**config.mk**
```make
export PLATFORM = sky130hd
export DESIGN_NAME = imm_ext_pipe_flat
export DESIGN_NICKNAME = d
export VERILOG_FILES = /design/src/rtl/imm_ext_pipe_pkg.sv /design/src/rtl/imm_ext_pipe_if.sv /design/src/rtl/imm_ext_core.sv /design/src/rtl/imm_ext_pipe.sv /design/src/flat_wrapper.sv
export SDC_FILE = /design/constraint.sdc
export NUM_CORES = 1
export LEC_CHECK = 0
export ABC_AREA = 1
export ABC_CLOCK_PERIOD_IN_PS = 2050
export BUFFER_PORTS_ARGS = -buffer_cell sky130_fd_sc_hd__buf_2
export CORE_AREA = 2 2 91 93
export DETAILED_ROUTE_END_ITERATION = 8
export DIE_AREA = 0 0 93 95
export PLACE_DENSITY_LB_ADDON = 0.12
export SETUP_SLACK_MARGIN = 0.2
export SYNTH_ARGS = -nofsm -noshare
export SYNTH_HDL_FRONTEND = slang
export SYNTH_SLANG_ARGS = --single-unit
```
**constraint.sdc**
```tcl
create_clock -name clk -period 2.05 [get_ports clk]
set_clock_uncertainty 0.15 [all_clocks]
set_input_delay 0.3075 -clock clk [delete_from_list [all_inputs] [get_ports clk]]
set_output_delay 0.3075 -clock clk [all_outputs]
set_load 0.02 [all_outputs]
```
**src/rtl/imm_ext_pipe_pkg.sv**
```systemverilog
// Shared CPU package: immediate-extension mode encodings and mode width.
package imm_ext_pipe_pkg;

  localparam int MODE_W = 3;

  localparam logic [MODE_W-1:0] MODE_ZERO = 3'd0;
  localparam logic [MODE_W-1:0] MODE_SIGN = 3'd1;
  localparam logic [MODE_W-1:0] MODE_HIGH = 3'd2;
  localparam logic [MODE_W-1:0] MODE_SHL2 = 3'd3;

endpackage

```
**src/rtl/imm_ext_pipe_if.sv**
```systemverilog
// Input/output handshake bundle of the immediate-extension pipe.
// valid/ready: a beat transfers on a rising clk edge where both valid and ready are 1;
// once valid is raised by the producer, its payload is held until that transfer.
interface imm_ext_pipe_if
  import imm_ext_pipe_pkg::*;
#(
  parameter int IN_W  = 16,
  parameter int OUT_W = 32,
  parameter int TAG_W = 5
) ();

  logic              in_valid;
  logic              in_ready;
  logic [IN_W-1:0]   in_data;
  logic [MODE_W-1:0] in_mode;
  logic [TAG_W-1:0]  in_tag;

  logic              out_valid;
  logic              out_ready;
  logic [OUT_W-1:0]  out_data;
  logic [TAG_W-1:0]  out_tag;
  logic              out_err;

  modport master (
    output in_valid, in_data, in_mode, in_tag, out_ready,
    input  in_ready, out_valid, out_data, out_tag, out_err
  );

  modport slave (
    input  in_valid, in_data, in_mode, in_tag, out_ready,
    output in_ready, out_valid, out_data, out_tag, out_err
  );

endinterface

```
**src/rtl/imm_ext_core.sv**
```systemverilog
// Pure combinational immediate extension; illegal modes fall back to zero-extension with err.
module imm_ext_core
  import imm_ext_pipe_pkg::*;
#(
  parameter int IN_W  = 16,
  parameter int OUT_W = 32
) (
  input  logic [IN_W-1:0]   in_data,
  input  logic [MODE_W-1:0] in_mode,
  output logic [OUT_W-1:0]  ext_data,
  output logic              err
);

  logic [OUT_W-1:0] zext;
  logic [OUT_W-1:0] sext;

  assign zext = {{(OUT_W-IN_W){1'b0}}, in_data};
  assign sext = {{(OUT_W-IN_W){in_data[IN_W-1]}}, in_data};

  always_comb begin
    ext_data = zext;
    err      = 1'b0;
    case (in_mode)
      MODE_ZERO: ext_data = zext;
      MODE_SIGN: ext_data = sext;
      MODE_HIGH: ext_data = {in_data, {(OUT_W-IN_W){1'b0}}};
      MODE_SHL2: ext_data = {sext[OUT_W-3:0], 2'b00};
      default:   err      = 1'b1;
    endcase
  end

endmodule

```
**src/rtl/imm_ext_pipe.sv**
```systemverilog
// One-cycle immediate-extension stage with a main register and a skid register.
// in_ready is registered and equals "skid register empty".
module imm_ext_pipe
  import imm_ext_pipe_pkg::*;
#(
  parameter int IN_W  = 16,
  parameter int OUT_W = 32,
  parameter int TAG_W = 5
) (
  input  logic         clk,
  input  logic         rst,
  input  logic         flush,
  imm_ext_pipe_if.slave bus
);

  logic [OUT_W-1:0] ext_data;
  logic             ext_err;

  imm_ext_core #(.IN_W(IN_W), .OUT_W(OUT_W)) u_core (
    .in_data  (bus.in_data),
    .in_mode  (bus.in_mode),
    .ext_data (ext_data),
    .err      (ext_err)
  );

  logic             main_valid_q, main_valid_d;
  logic [OUT_W-1:0] main_data_q,  main_data_d;
  logic [TAG_W-1:0] main_tag_q,   main_tag_d;
  logic             main_err_q,   main_err_d;
  logic             skid_valid_q, skid_valid_d;
  logic [OUT_W-1:0] skid_data_q,  skid_data_d;
  logic [TAG_W-1:0] skid_tag_q,   skid_tag_d;
  logic             skid_err_q,   skid_err_d;
  logic             in_ready_q,   in_ready_d;

  logic in_fire;
  logic out_fire;

  assign in_fire  = bus.in_valid & in_ready_q;
  assign out_fire = main_valid_q & bus.out_ready;

  always_comb begin
    main_valid_d = main_valid_q;
    main_data_d  = main_data_q;
    main_tag_d   = main_tag_q;
    main_err_d   = main_err_q;
    skid_valid_d = skid_valid_q;
    skid_data_d  = skid_data_q;
    skid_tag_d   = skid_tag_q;
    skid_err_d   = skid_err_q;
    if (flush) begin
      main_valid_d = 1'b0;
      skid_valid_d = 1'b0;
    end else if (!main_valid_q || out_fire) begin
      // Main is free this edge: the older skid entry always goes first.
      if (skid_valid_q) begin
        main_valid_d = 1'b1;
        main_data_d  = skid_data_q;
        main_tag_d   = skid_tag_q;
        main_err_d   = skid_err_q;
        skid_valid_d = 1'b0;
      end else if (in_fire) begin
        main_valid_d = 1'b1;
        main_data_d  = ext_data;
        main_tag_d   = bus.in_tag;
        main_err_d   = ext_err;
      end else begin
        main_valid_d = 1'b0;
      end
    end else if (in_fire) begin
      skid_valid_d = 1'b1;
      skid_data_d  = ext_data;
      skid_tag_d   = bus.in_tag;
      skid_err_d   = ext_err;
    end
    in_ready_d = !skid_valid_d;
  end

  always_ff @(posedge clk) begin
    if (rst) begin
      main_valid_q <= 1'b0;
      main_data_q  <= '0;
      main_tag_q   <= '0;
      main_err_q   <= 1'b0;
      skid_valid_q <= 1'b0;
      skid_data_q  <= '0;
      skid_tag_q   <= '0;
      skid_err_q   <= 1'b0;
      in_ready_q   <= 1'b1;
    end else begin
      main_valid_q <= main_valid_d;
      main_data_q  <= main_data_d;
      main_tag_q   <= main_tag_d;
      main_err_q   <= main_err_d;
      skid_valid_q <= skid_valid_d;
      skid_data_q  <= skid_data_d;
      skid_tag_q   <= skid_tag_d;
      skid_err_q   <= skid_err_d;
      in_ready_q   <= in_ready_d;
    end
  end

  assign bus.in_ready  = in_ready_q;
  assign bus.out_valid = main_valid_q;
  assign bus.out_data  = main_data_q;
  assign bus.out_tag   = main_tag_q;
  assign bus.out_err   = main_err_q;

endmodule
```
**src/flat_wrapper.sv**
```systemverilog
// flat-port wrapper written by rule: the top's interface ports become plain ports
module imm_ext_pipe_flat import imm_ext_pipe_pkg::*;
#(
  parameter int IN_W  = 16,
  parameter int OUT_W = 32,
  parameter int TAG_W = 5
)
  (clk, rst, flush, bus_in_valid, bus_in_data, bus_in_mode, bus_in_tag, bus_out_ready, bus_in_ready, bus_out_valid, bus_out_data, bus_out_tag, bus_out_err);
  imm_ext_pipe_if #(.IN_W(IN_W), .OUT_W(OUT_W), .TAG_W(TAG_W)) bus_i ();
  input  logic clk;
  input  logic rst;
  input  logic flush;
  input wire logic [$bits(bus_i.in_valid)-1:0] bus_in_valid;
  input wire logic [$bits(bus_i.in_data)-1:0] bus_in_data;
  input wire logic [$bits(bus_i.in_mode)-1:0] bus_in_mode;
  input wire logic [$bits(bus_i.in_tag)-1:0] bus_in_tag;
  input wire logic [$bits(bus_i.out_ready)-1:0] bus_out_ready;
  output wire logic [$bits(bus_i.in_ready)-1:0] bus_in_ready;
  output wire logic [$bits(bus_i.out_valid)-1:0] bus_out_valid;
  output wire logic [$bits(bus_i.out_data)-1:0] bus_out_data;
  output wire logic [$bits(bus_i.out_tag)-1:0] bus_out_tag;
  output wire logic [$bits(bus_i.out_err)-1:0] bus_out_err;
  assign bus_i.in_valid = bus_in_valid;
  assign bus_i.in_data = bus_in_data;
  assign bus_i.in_mode = bus_in_mode;
  assign bus_i.in_tag = bus_in_tag;
  assign bus_i.out_ready = bus_out_ready;
  assign bus_in_ready = bus_i.in_ready;
  assign bus_out_valid = bus_i.out_valid;
  assign bus_out_data = bus_i.out_data;
  assign bus_out_tag = bus_i.out_tag;
  assign bus_out_err = bus_i.out_err;
  imm_ext_pipe #(.IN_W(IN_W), .OUT_W(OUT_W), .TAG_W(TAG_W)) u_core (.clk(clk), .rst(rst), .flush(flush), .bus(bus_i));
endmodule
```
==> results of run 1 <==
==> layout by cell type (no fill, tap or decap), types with 2 or more instances in the layout <==
master      instances
a21oi_1            74
nand4_1            11
dfxtp_1            79
buf_2              68
clkinvlp_4          2
bufinv_16           2
inv_2               5
nor2_1             69
clkbuf_8           11
nand2_1            74
o21ai_2            10
nand2_2             2
nand3_1             7
o21ai_1             4
inv_1              19
buf_4               9
o21ai_0            84
buf_12              2
==> sequential cells by signal, indices dropped and copies added, names as in the netlist <==
register	count
u_core.skid_data_q	32
u_core.bus.out_err	1
u_core.skid_err_q	1
u_core.bus.out_valid	1
u_core.bus.out_tag	5
u_core.skid_tag_q	5
u_core.skid_valid_q	1
u_core.bus.out_data	32
u_core.bus.in_ready	1
==> stage by stage <==
| stage | power, µW | setup WS [ns] | utilization [%] | std cells |
|---|---|---|---|---|
| floorplan | 1930 | 0.541 | - | 480 |
| global placement | 2080 | 0.418 | 48.6 | 627 |
| detailed placement | 2080 | 0.360 | 48.6 | 627 |
| CTS | 3400 | 0.444 | 51.5 | 643 |
| global route | 3500 | 0.327 | 51.5 | 643 |
| finish | 3370 | 0.444 | 51.5 | 643 |
==> layer usage <==
layer	up-vias	GRT usage, %
met5	-	0
met4	0	7.48
met3	16	3.67
met2	97	33.9
met1	1552	31.4
li1	1707	-
==> power groups by stage <==
stage | logic (µW) | clock network (µW) | registers [µW]
finish | 424 | 1320 | 1620
global route | 470 | 1400 | 1630
CTS | 425 | 1350 | 1620
detailed placement | 423 | 0 | 1660
global placement | 422 | 0 | 1650
floorplan | 219 | 0 | 1710
==> cell families (layout without fill, tap and decap cells) <==
family,Yosys count,in the layout
compound gates,172,172
flops,79,79
buf+inv,62,120
simple gates,167,167
==> worst register-to-register path, delay by kind of cell (launching register included) <==
family | cells | cell delay (ns)
flip-flops | 1 | 0.34
AND/OR/NAND/NOR | 3 | 0.30
buffers and inverters | 2 | 0.50
AO/OA/AOI/OAI | 2 | 0.25
==> final cells by class <==
cell class / count / area, µm²
fill: 837 / 3840
multi-input combinational: 339 / 1590
sequential: 79 / 1580
timing repair buffer: 79 / 448
clock buffer: 11 / 151
tap: 105 / 131
inverter: 25 / 96.3
clock inverter: 5 / 80.1
==> worst min path at each step <==
stage                                              startpoint                                  end  slack, ns
after floorplan                                 bus_in_tag[0]    u_core.skid_tag_q[0]$_SDFFE_PP0P_       0.29
after global placement     u_core.bus.out_tag[4]$_SDFFE_PP0P_   u_core.bus.out_tag[4]$_SDFFE_PP0P_       0.30
after detailed placement  u_core.bus.out_data[0]$_SDFFE_PP0P_  u_core.bus.out_data[0]$_SDFFE_PP0P_       0.31
after CTS                                       bus_in_tag[1]    u_core.skid_tag_q[1]$_SDFFE_PP0P_       0.04
after global routing                            bus_in_tag[4]    u_core.skid_tag_q[4]$_SDFFE_PP0P_       0.07
final                                           bus_in_tag[1]    u_core.skid_tag_q[1]$_SDFFE_PP0P_       0.05
==> flow_metrics.env, run 1 <==
export IMPL_viasPerCell=5.24
export IMPL_seq_power_share_pct=48.1
export IMPL_cp_cell_sequence="nand2_1, nand2_2, nand3_2, inv_2, buf_12, o21ai_0, a21oi_1"
export IMPL_numPortBuffers=68
export IMPL_async_reset_ff_share_pct=0
export IMPL_synthTopCellsByCount="o21ai_0 (84), dfxtp_1 (79), a21oi_1 (74), nand2_1 (74), nor2_1 (69)"
export IMPL_clkTransAtPathRegs_ns=0.08
export IMPL_status="finished clean"
export IMPL_cellLeakagePower_uw=0.00191
export IMPL_dr_first_iter_drc_count=193
export IMPL_cellPowerDensity_nw_per_um2=824
export IMPL_slew_headroom_pct=55.8
export IMPL_power_switching_uw=885
export IMPL_drt_pass1_iter_count=5
export IMPL_worstSetupEndpoint="u_core.bus.out_data[30]$_SDFFE_PP0P_"
export IMPL_cts_max_level=3
export IMPL_synth_xor_area_share_pct=0
export IMPL_synth_cells=480
export IMPL_slowest_stage="dfxtp_1"
export IMPL_slew_viol_final=0
export IMPL_cp_depth=7
export IMPL_route_vias_total=3372
export IMPL_cp_max_fo=20
export IMPL_dieHeight_um=95
export IMPL_grt_overflow_total=0
export IMPL_clock_sinks=79
export IMPL_holdPathStages=3
export IMPL_crit_family="buffers and inverters"
export IMPL_cp_start_kind="flop"
export IMPL_p_clk_share_pct=39.3
export IMPL_synth_compound_area_share_pct=25.8
export IMPL_post_cts_buffers=0
export IMPL_crit_start="u_core.bus.in_ready$_SDFF_PP1_"
export IMPL_clockRootBuffer="clkbuf_8"
export IMPL_coreArea_um2=7930
export IMPL_synth_area_mux_share_pct=0
export IMPL_num_antenna_cells=0
export IMPL_antenna_found_initial=0
export IMPL_io_pins=69
export IMPL_setup_violations=0
export IMPL_syn_to_final_growth_pct=17.2
export IMPL_hold_buffers=0
export IMPL_worstPathArrival_ns=1.73
export IMPL_clk_latency_ns=0.34
export IMPL_wl_met1_um=4700
export IMPL_yosysWarnings=0
export IMPL_drcViolationCount=0
export IMPL_die_w_um=93
export IMPL_syn_nets=509
export IMPL_r2r_end="u_core.bus.out_data[30]$_SDFFE_PP0P_"
export IMPL_cp_required_ns=2.17
export IMPL_yosysTopAreaCell="dfxtp_1"
export IMPL_met2WireLength_um=4280
export IMPL_cts_made_buffers=9
export IMPL_path_buf_inv=2
export IMPL_holdCritPathClass="primary input to flop"
export IMPL_critPathMaxStageDelay_ns=0.34
export IMPL_pwr_share_comb_pct=12.6
export IMPL_r2r_start="u_core.bus.in_ready$_SDFF_PP1_"
export IMPL_initial_core_util_pct=43.9
export IMPL_synth_edf_count=0
export IMPL_fin_crit_ns=1.61
export IMPL_ys_dominant_reg_cell="dfxtp_1"
export IMPL_rsz0062_at_grt="false"
export IMPL_cts_tree="built"
export IMPL_synth_top_area_share_pct=45.4
export IMPL_endpoint_kind="flop"
export IMPL_antenna_left=0
export IMPL_peakVddDrop_v=0.000473
export IMPL_swShare_pct=26.3
export IMPL_grt_usage_pct=22.0
export IMPL_hold_viol_final=0
export IMPL_tns_ns=0
export IMPL_yosysSeqAreaShare_pct=45.4
export IMPL_placed_area_um2=3850
export IMPL_drive_gt1_share_pct=21.6
export IMPL_dpl_hpwl_um=6300
export IMPL_grt_pass1_wl_um=15400
export IMPL_holdWs_ns=0.0501
export IMPL_clockBufferDepth=2
export IMPL_fmax_mhz=623
export IMPL_reg2reg_depth=7
export IMPL_ys_ff_latch=79
export IMPL_synth_cell_types=23
export IMPL_wl_per_cell_um=15.0
export IMPL_wl_um=9630
export IMPL_max_slew_worst_pin_slew_ns=0.662
export IMPL_cts_resized=0
export IMPL_first_global_vias=3023
export IMPL_synth_top_family_by_area="compound AO/OA/AOI/OAI gates"
export IMPL_syn_area_um2=3480
export IMPL_synth_fa_ha_area_share_pct=0
export IMPL_post_synth_top_count_cell="o21ai_0"
export IMPL_path_class="flop to flop"
export IMPL_synth_simple_gate_area_share_pct=20.0
export IMPL_syn_avg_cell_area_um2=7.25
export IMPL_gp_congestion=0.903
export IMPL_intPower_uw=2480
export IMPL_rows=33
export IMPL_rrSetupSlack_ns=0.44
export IMPL_grt_max_degree=41
export IMPL_highest_layer="met4"
export IMPL_synth_area_leaders="dfxtp_1 (45%), o21ai_0 (12%), a21oi_1 (11%), nand2_1 (8.0%), nor2_1 (7.4%)"
export IMPL_dieArea_um2=8840
export IMPL_wl_met3_um=504
export IMPL_final_nets=562
export IMPL_cap_violations=0
export IMPL_fin_area_um2=4080
export IMPL_post_route_period_util_pct=78.3
(Power assumes the default switching activity.)
==> run 2: changes to the inputs <==
- ABC_AREA: 1 -> 0
- ABC_CLOCK_PERIOD_IN_PS: 2050 -> 1680
- CORE_AREA: 2 2 91 93 -> 2 2 97 99
- DIE_AREA: 0 0 93 95 -> 0 0 99 101
- clock period: 2.05 -> 1.68 ns (I/O delays scaled with it)
==> run 2 against run 1 <==
Cell count rose by 0.16%. Sequential power rose by 22%. Via count rose by 25%. Largest power group unchanged. Utilization rose by 12 points. Flip-flop and latch count did not move.
==> flow_metrics.env, run 2 <==
export IMPL_status="finished clean"
export IMPL_cp_max_fo=4
export IMPL_instances_no_fill=644
export IMPL_slew_headroom_pct=32.3
export IMPL_path_class="flop to flop"
export IMPL_antenna_found_initial=0
export IMPL_cts_max_level=3
export IMPL_post_synth_top_count_cell="dfxtp_1"
export IMPL_cellLeakagePower_uw=0.00208
export IMPL_antenna_left=0
export IMPL_ys_ff_latch=79
export IMPL_coreArea_um2=8980
export IMPL_synth_cells=450
export IMPL_dieArea_um2=10000
export IMPL_p_total_uw=4400
export IMPL_gp_congestion=0.793
export IMPL_yosysTopAreaCell="dfxtp_1"
export IMPL_cp_required_ns=1.81
export IMPL_post_route_period_util_pct=97.3
export IMPL_grt_max_degree=67
export IMPL_dpl_hpwl_um=7310
export IMPL_grt_overflow_total=0
export IMPL_peakVddDrop_v=0.000525
export IMPL_synthTopCellsByCount="dfxtp_1 (79), a21oi_1 (53), clkbuf_1 (48)"
export IMPL_cellPowerDensity_nw_per_um2=774
export IMPL_route_vias_total=4202
export IMPL_clock_sinks=79
export IMPL_cp_start_kind="flop"
export IMPL_fillers=736
export IMPL_holdCritPathClass="primary input to flop"
export IMPL_cts_made_buffers=9
export IMPL_final_nets=557
export IMPL_worstPathArrival_ns=1.77
export IMPL_synth_cell_types=36
export IMPL_drcViolationCount=0
export IMPL_num_antenna_cells=0
export IMPL_dieHeight_um=101
export IMPL_synth_top_area_share_pct=40.0
export IMPL_drt_pass1_iter_count=5
export IMPL_cap_violations=0
export IMPL_wl_per_cell_um=21.4
export IMPL_fmax_mhz=612
export IMPL_clk_latency_ns=0.35
export IMPL_drive_gt1_share_pct=37.7
export IMPL_syn_to_final_growth_pct=43.9
export IMPL_clockRootBuffer="clkbuf_8"
export IMPL_syn_nets=479
export IMPL_wl_um=13800
export IMPL_final_cell_mix="dfxtp_1 (76), buf_2 (68), a21oi_1 (51)"
export IMPL_fin_crit_ns=1.63
export IMPL_yosysWarnings=0
export IMPL_numPortBuffers=68
export IMPL_rows=35
export IMPL_clockBufferDepth=2
export IMPL_syn_avg_cell_area_um2=8.78
export IMPL_initial_core_util_pct=44.0
export IMPL_syn_area_um2=3950
export IMPL_die_w_um=99
export IMPL_clkTransAtPathRegs_ns=0.08
export IMPL_hold_viol_final=0
export IMPL_synth_edf_count=0
export IMPL_dr_first_iter_drc_count=316
export IMPL_slew_viol_final=0
export IMPL_grt_pass1_wl_um=19600
export IMPL_max_slew_worst_pin_slew_ns=1.01
export IMPL_first_global_vias=3804
export IMPL_async_reset_ff_share_pct=0
export IMPL_ys_dominant_reg_cell="dfxtp_1"
export IMPL_dp_cells=606
export IMPL_final_util_pct=63.3
export IMPL_setup_violations=0
export IMPL_synth_area_leaders="dfxtp_1 (40%), a211oi_1 (7.0%), a21oi_1 (6.7%), clkbuf_1 (4.6%), a31oi_1 (3.8%)"
export IMPL_endpoint_kind="flop"
export IMPL_yosysSeqAreaShare_pct=40.0
export IMPL_cts_tree="built"
export IMPL_viasPerCell=6.52
export IMPL_grt_usage_pct=24.3
export IMPL_io_pins=69
export IMPL_final_common_cell="dfxtp_1"
export IMPL_rsz0062_at_grt="true"
run 2: timing repair:
| item | CTS | global route |
|---|---|---|
| hold endpoints to repair | 5 | 0 |
| cloned | 1 | 8 |
| gates resized for setup | 19 | 91 |
| pin swaps | 2 | 11 |
| hold buffers | 5 | 0 |
| setup endpoints to repair | 50 | 77 |
| buffers inserted | 3 | 5 |
run 2: power by group:
part	total, µW	leakage [µW]	switching, µW	internal [µW]
Combinational	835	0.00133	501	333
Sequential	1980	0.000644	43.1	1930
Clock	1590	0.000106	752	840
Total	4400	0.00208	1300	3110
run 2: per-stage QoR:
| stage | setup TNS (ns) | setup WS [ns] | hold WS, ns | instance area, µm² |
|---|---|---|---|---|
| floorplan | 0 | 0.00381 | 0.250 | 3980 |
| global placement | -0.00397 | -0.00397 | 0.297 | 4610 |
| detailed placement | -0.159 | -0.0541 | 0.312 | 4610 |
| CTS | 0 | 0.0842 | 0.0354 | 5000 |
| global route | 0 | 0.0163 | 0.0365 | 5690 |
| finish | 0 | 0.0452 | 0.0509 | 5690 |
run 2: worst max-delay path, stage by stage, from the launching register on:
cell and delay, ns:
dfxtp_4 0.36, or3b_4 0.41, or4_4 0.50, a21oi_2 0.15
run 2: metal layers:
metal	share of wire [%]	GRT usage [%]	vias up
met3	5.8	6.10	27
met5	0	0	-
met2	48	40.1	183
met4	1.8	7.27	0
met1	44	31.4	2051
li1	-	-	1941
run 2: kinds of logic (layout without fill, tap and decap cells):
| logic type | after synthesis | count (layout) | synth area share, % |
|---|---|---|---|
| muxes | 7 | 7 | 1.77 |
| and+or+nand+nor | 87 | 87 | 15.2 |
| buffers and inverters | 63 | 146 | 6.36 |
| DFF | 79 | 79 | 40.0 |
| AOI/OAI and AO/OA | 214 | 214 | 36.7 |
run 2: final cells by class:
type                       count  area (µm²)  area share, %
inverter                       3        11.3          0.198
multi-input combinational    308        2630           46.2
timing repair buffer         127        1100           19.3
clock inverter                 7        95.1           1.67
clock buffer                   9         124           2.18
sequential                    79        1590           28.0
tap                          111         139           2.44
run 2: path summary, 6_finish.rpt:
kind | depth (start not counted) | to | slack, ns | from
min reg2reg | 2 | u_core.skid_data_q[29]$_SDFFE_PP0P_ | 0.32 | u_core.skid_data_q[29]$_SDFFE_PP0P_
max | 3 | u_core.skid_data_q[31]$_SDFFE_PP0P_ | 0.05 | u_core.bus.out_valid$_SDFFE_PP0P_
max reg2reg | 3 | u_core.skid_data_q[31]$_SDFFE_PP0P_ | 0.05 | u_core.bus.out_valid$_SDFFE_PP0P_
min | 3 | u_core.skid_data_q[0]$_SDFFE_PP0P_ | 0.05 | bus_in_data[0]
==> run 3: changes to the inputs <==
- ABC_CLOCK_PERIOD_IN_PS: 1680 -> 1500
- clock period: 1.68 -> 1.5 ns (I/O delays scaled with it)
==> run 3 against run 2 <==
The flow now finishes with violations (negative setup slack). Total power grew 14%. Worst setup slack lost 0.11 ns. Register-to-register slack lost 0.11 ns. Global-route usage grew 1.6 points. Non-clock buffer count grew 31. Flip-flop and latch count is the same. Die area is the same. Clock power grew 14%.
==> flow_metrics.env, run 3 (synthesis gave the netlist of run 2 again) <==
export IMPL_final_nets=588
export IMPL_fin_crit_ns=1.56
export IMPL_num_antenna_cells=0
export IMPL_clk_latency_ns=0.36
export IMPL_hold_viol_final=0
export IMPL_endpoint_kind="flop"
export IMPL_cp_start_kind="flop"
export IMPL_die_w_um=99
export IMPL_grt_pass1_wl_um=20700
export IMPL_placed_area_um2=4810
export IMPL_cp_depth=3
export IMPL_peakVddDrop_v=0.000528
export IMPL_regArea_um2=1610
export IMPL_cts_made_buffers=9
export IMPL_drt_pass1_iter_count=5
export IMPL_cp_max_fo=4
export IMPL_dr_first_iter_drc_count=275
export IMPL_status="complete, but fails checks"
export IMPL_cap_violations=0
export IMPL_clock_sinks=79
export IMPL_crit_family="simple AND/OR/NAND/NOR gates"
export IMPL_clockRootBuffer="clkbuf_8"
export IMPL_grt_max_degree=59
export IMPL_grt_usage_pct=25.9
export IMPL_viasPerCell=6.50
export IMPL_path_class="flop to flop"
export IMPL_wl_um=14200
export IMPL_failed_checks="negative setup slack"
export IMPL_rsz0062_at_grt="true"
export IMPL_post_route_period_util_pct=104
export IMPL_dpl_hpwl_um=7850
export IMPL_path_buf_inv=0
export IMPL_cts_max_level=3
export IMPL_dieHeight_um=101
export IMPL_setup_slack_ns=-0.0606
export IMPL_cts_tree="built"
export IMPL_route_vias_total=4380
export IMPL_wl_per_cell_um=21.1
export IMPL_slew_headroom_pct=33.2
export IMPL_antenna_left=0
export IMPL_initial_core_util_pct=44.0
export IMPL_rows=35
export IMPL_p_total_uw=5000
export IMPL_reg2reg_depth=3
export IMPL_setup_violations=14
export IMPL_cp_required_ns=1.64
export IMPL_multi_input_area_um2=2460
export IMPL_fin_area_um2=5790
export IMPL_dieArea_um2=10000
export IMPL_max_slew_worst_pin_slew_ns=1.00
export IMPL_coreArea_um2=8980
export IMPL_fmax_mhz=641
export IMPL_holdPathStages=3
export IMPL_clkTransAtPathRegs_ns=0.08
export IMPL_slew_viol_final=0
export IMPL_final_cell_mix="dfxtp_1 (66), buf_2 (60), buf_4 (60)"
export IMPL_cellLeakagePower_uw=0.00218
export IMPL_final_common_cell="dfxtp_1"
export IMPL_drcViolationCount=0
export IMPL_slowest_stage="or4_4"
export IMPL_cp_cell_sequence="or3b_4, or4_4, a21oi_2"
export IMPL_io_pins=69
export IMPL_cellPowerDensity_nw_per_um2=864
export IMPL_critPathMaxStageDelay_ns=0.49
export IMPL_holdCritPathClass="primary input to flop"
export IMPL_clockBufferDepth=2
export IMPL_numPortBuffers=68
export IMPL_grt_overflow_total=0
export IMPL_first_global_vias=3948
export IMPL_gp_congestion=0.814
export IMPL_drive_gt1_share_pct=39.4
export IMPL_fillers=763
export IMPL_worstPathArrival_ns=1.70
export IMPL_antenna_found_initial=0
export IMPL_syn_to_final_growth_pct=46.5
## run 3: cell count changes in the layout (fill, tap and decap cells not counted), sizes merged
cell      change
inv           -1
buf          +34
clkbuf        -2
clkinvlp      -1
## run 3: worst reg2reg max path: cells and delay by family (launching register included)
| kind | cells | cell delay [ns] |
|---|---|---|
| and+or+nand+nor | 2 | 0.88 |
| DFF | 1 | 0.35 |
| AOI/OAI and AO/OA | 1 | 0.12 |
## run 3: path summary, 6_finish.rpt
check / endpoint / slack, ns / startpoint
min: u_core.skid_data_q[0]$_SDFFE_PP0P_ / 0.008 / bus_in_data[0]
max: u_core.skid_data_q[31]$_SDFFE_PP0P_ / -0.06 / u_core.bus.out_valid$_SDFFE_PP0P_
max reg2reg: u_core.skid_data_q[31]$_SDFFE_PP0P_ / -0.06 / u_core.bus.out_valid$_SDFFE_PP0P_
min reg2reg: u_core.skid_data_q[16]$_SDFFE_PP0P_ / 0.31 / u_core.skid_data_q[16]$_SDFFE_PP0P_
## run 3: layer usage
| metal | vias to the layer above | track usage (%) | wire length [µm] |
|---|---|---|---|
| li1 | 2000 | - | - |
| met4 | 0 | 7.80 | 285 |
| met3 | 18 | 4.37 | 1020 |
| met5 | - | 0 | 0 |
| met1 | 2172 | 35.4 | 6300 |
| met2 | 190 | 42.0 | 6600 |
## run 3: power by group
group | internal [µW] | switching [µW] | total, µW
Sequential | 2170 | 44.8 | 2210
Combinational | 418 | 556 | 974
Clock | 977 | 839 | 1820
Total | 3560 | 1440 | 5000
## run 3: cell type report
type / instances / share of cell area (%)
clock inverters: 5 / 1.40
flip-flops and latches: 79 / 27.7
clock buffers: 10 / 2.38
multi-input cells: 308 / 42.5
well taps: 111 / 2.40
repair buffers: 158 / 23.4
inverters: 3 / 0.194
## run 3: stage by stage
step	hold WS (ns)	instances	utilization, %	setup slack, ns	TNS (ns)
CTS	0.00973	643	58.0	-0.0466	-0.301
detailed placement	0.304	621	53.6	-0.254	-5.44
finish	0.00824	674	64.5	-0.0606	-0.310
global placement	0.300	621	53.6	-0.245	-4.29
global route	0.0456	674	64.5	-0.0907	-1.74
floorplan	0.223	450	-	-0.176	-1.61
## run 3: what timing repair did
action	CTS	global route
resized for setup	29	67
pin swaps	6	14
endpoints found under the hold margin	5	0
buffers inserted	0	24
setup endpoints to repair	79	85
hold buffers	5	0
gates cloned	2	7
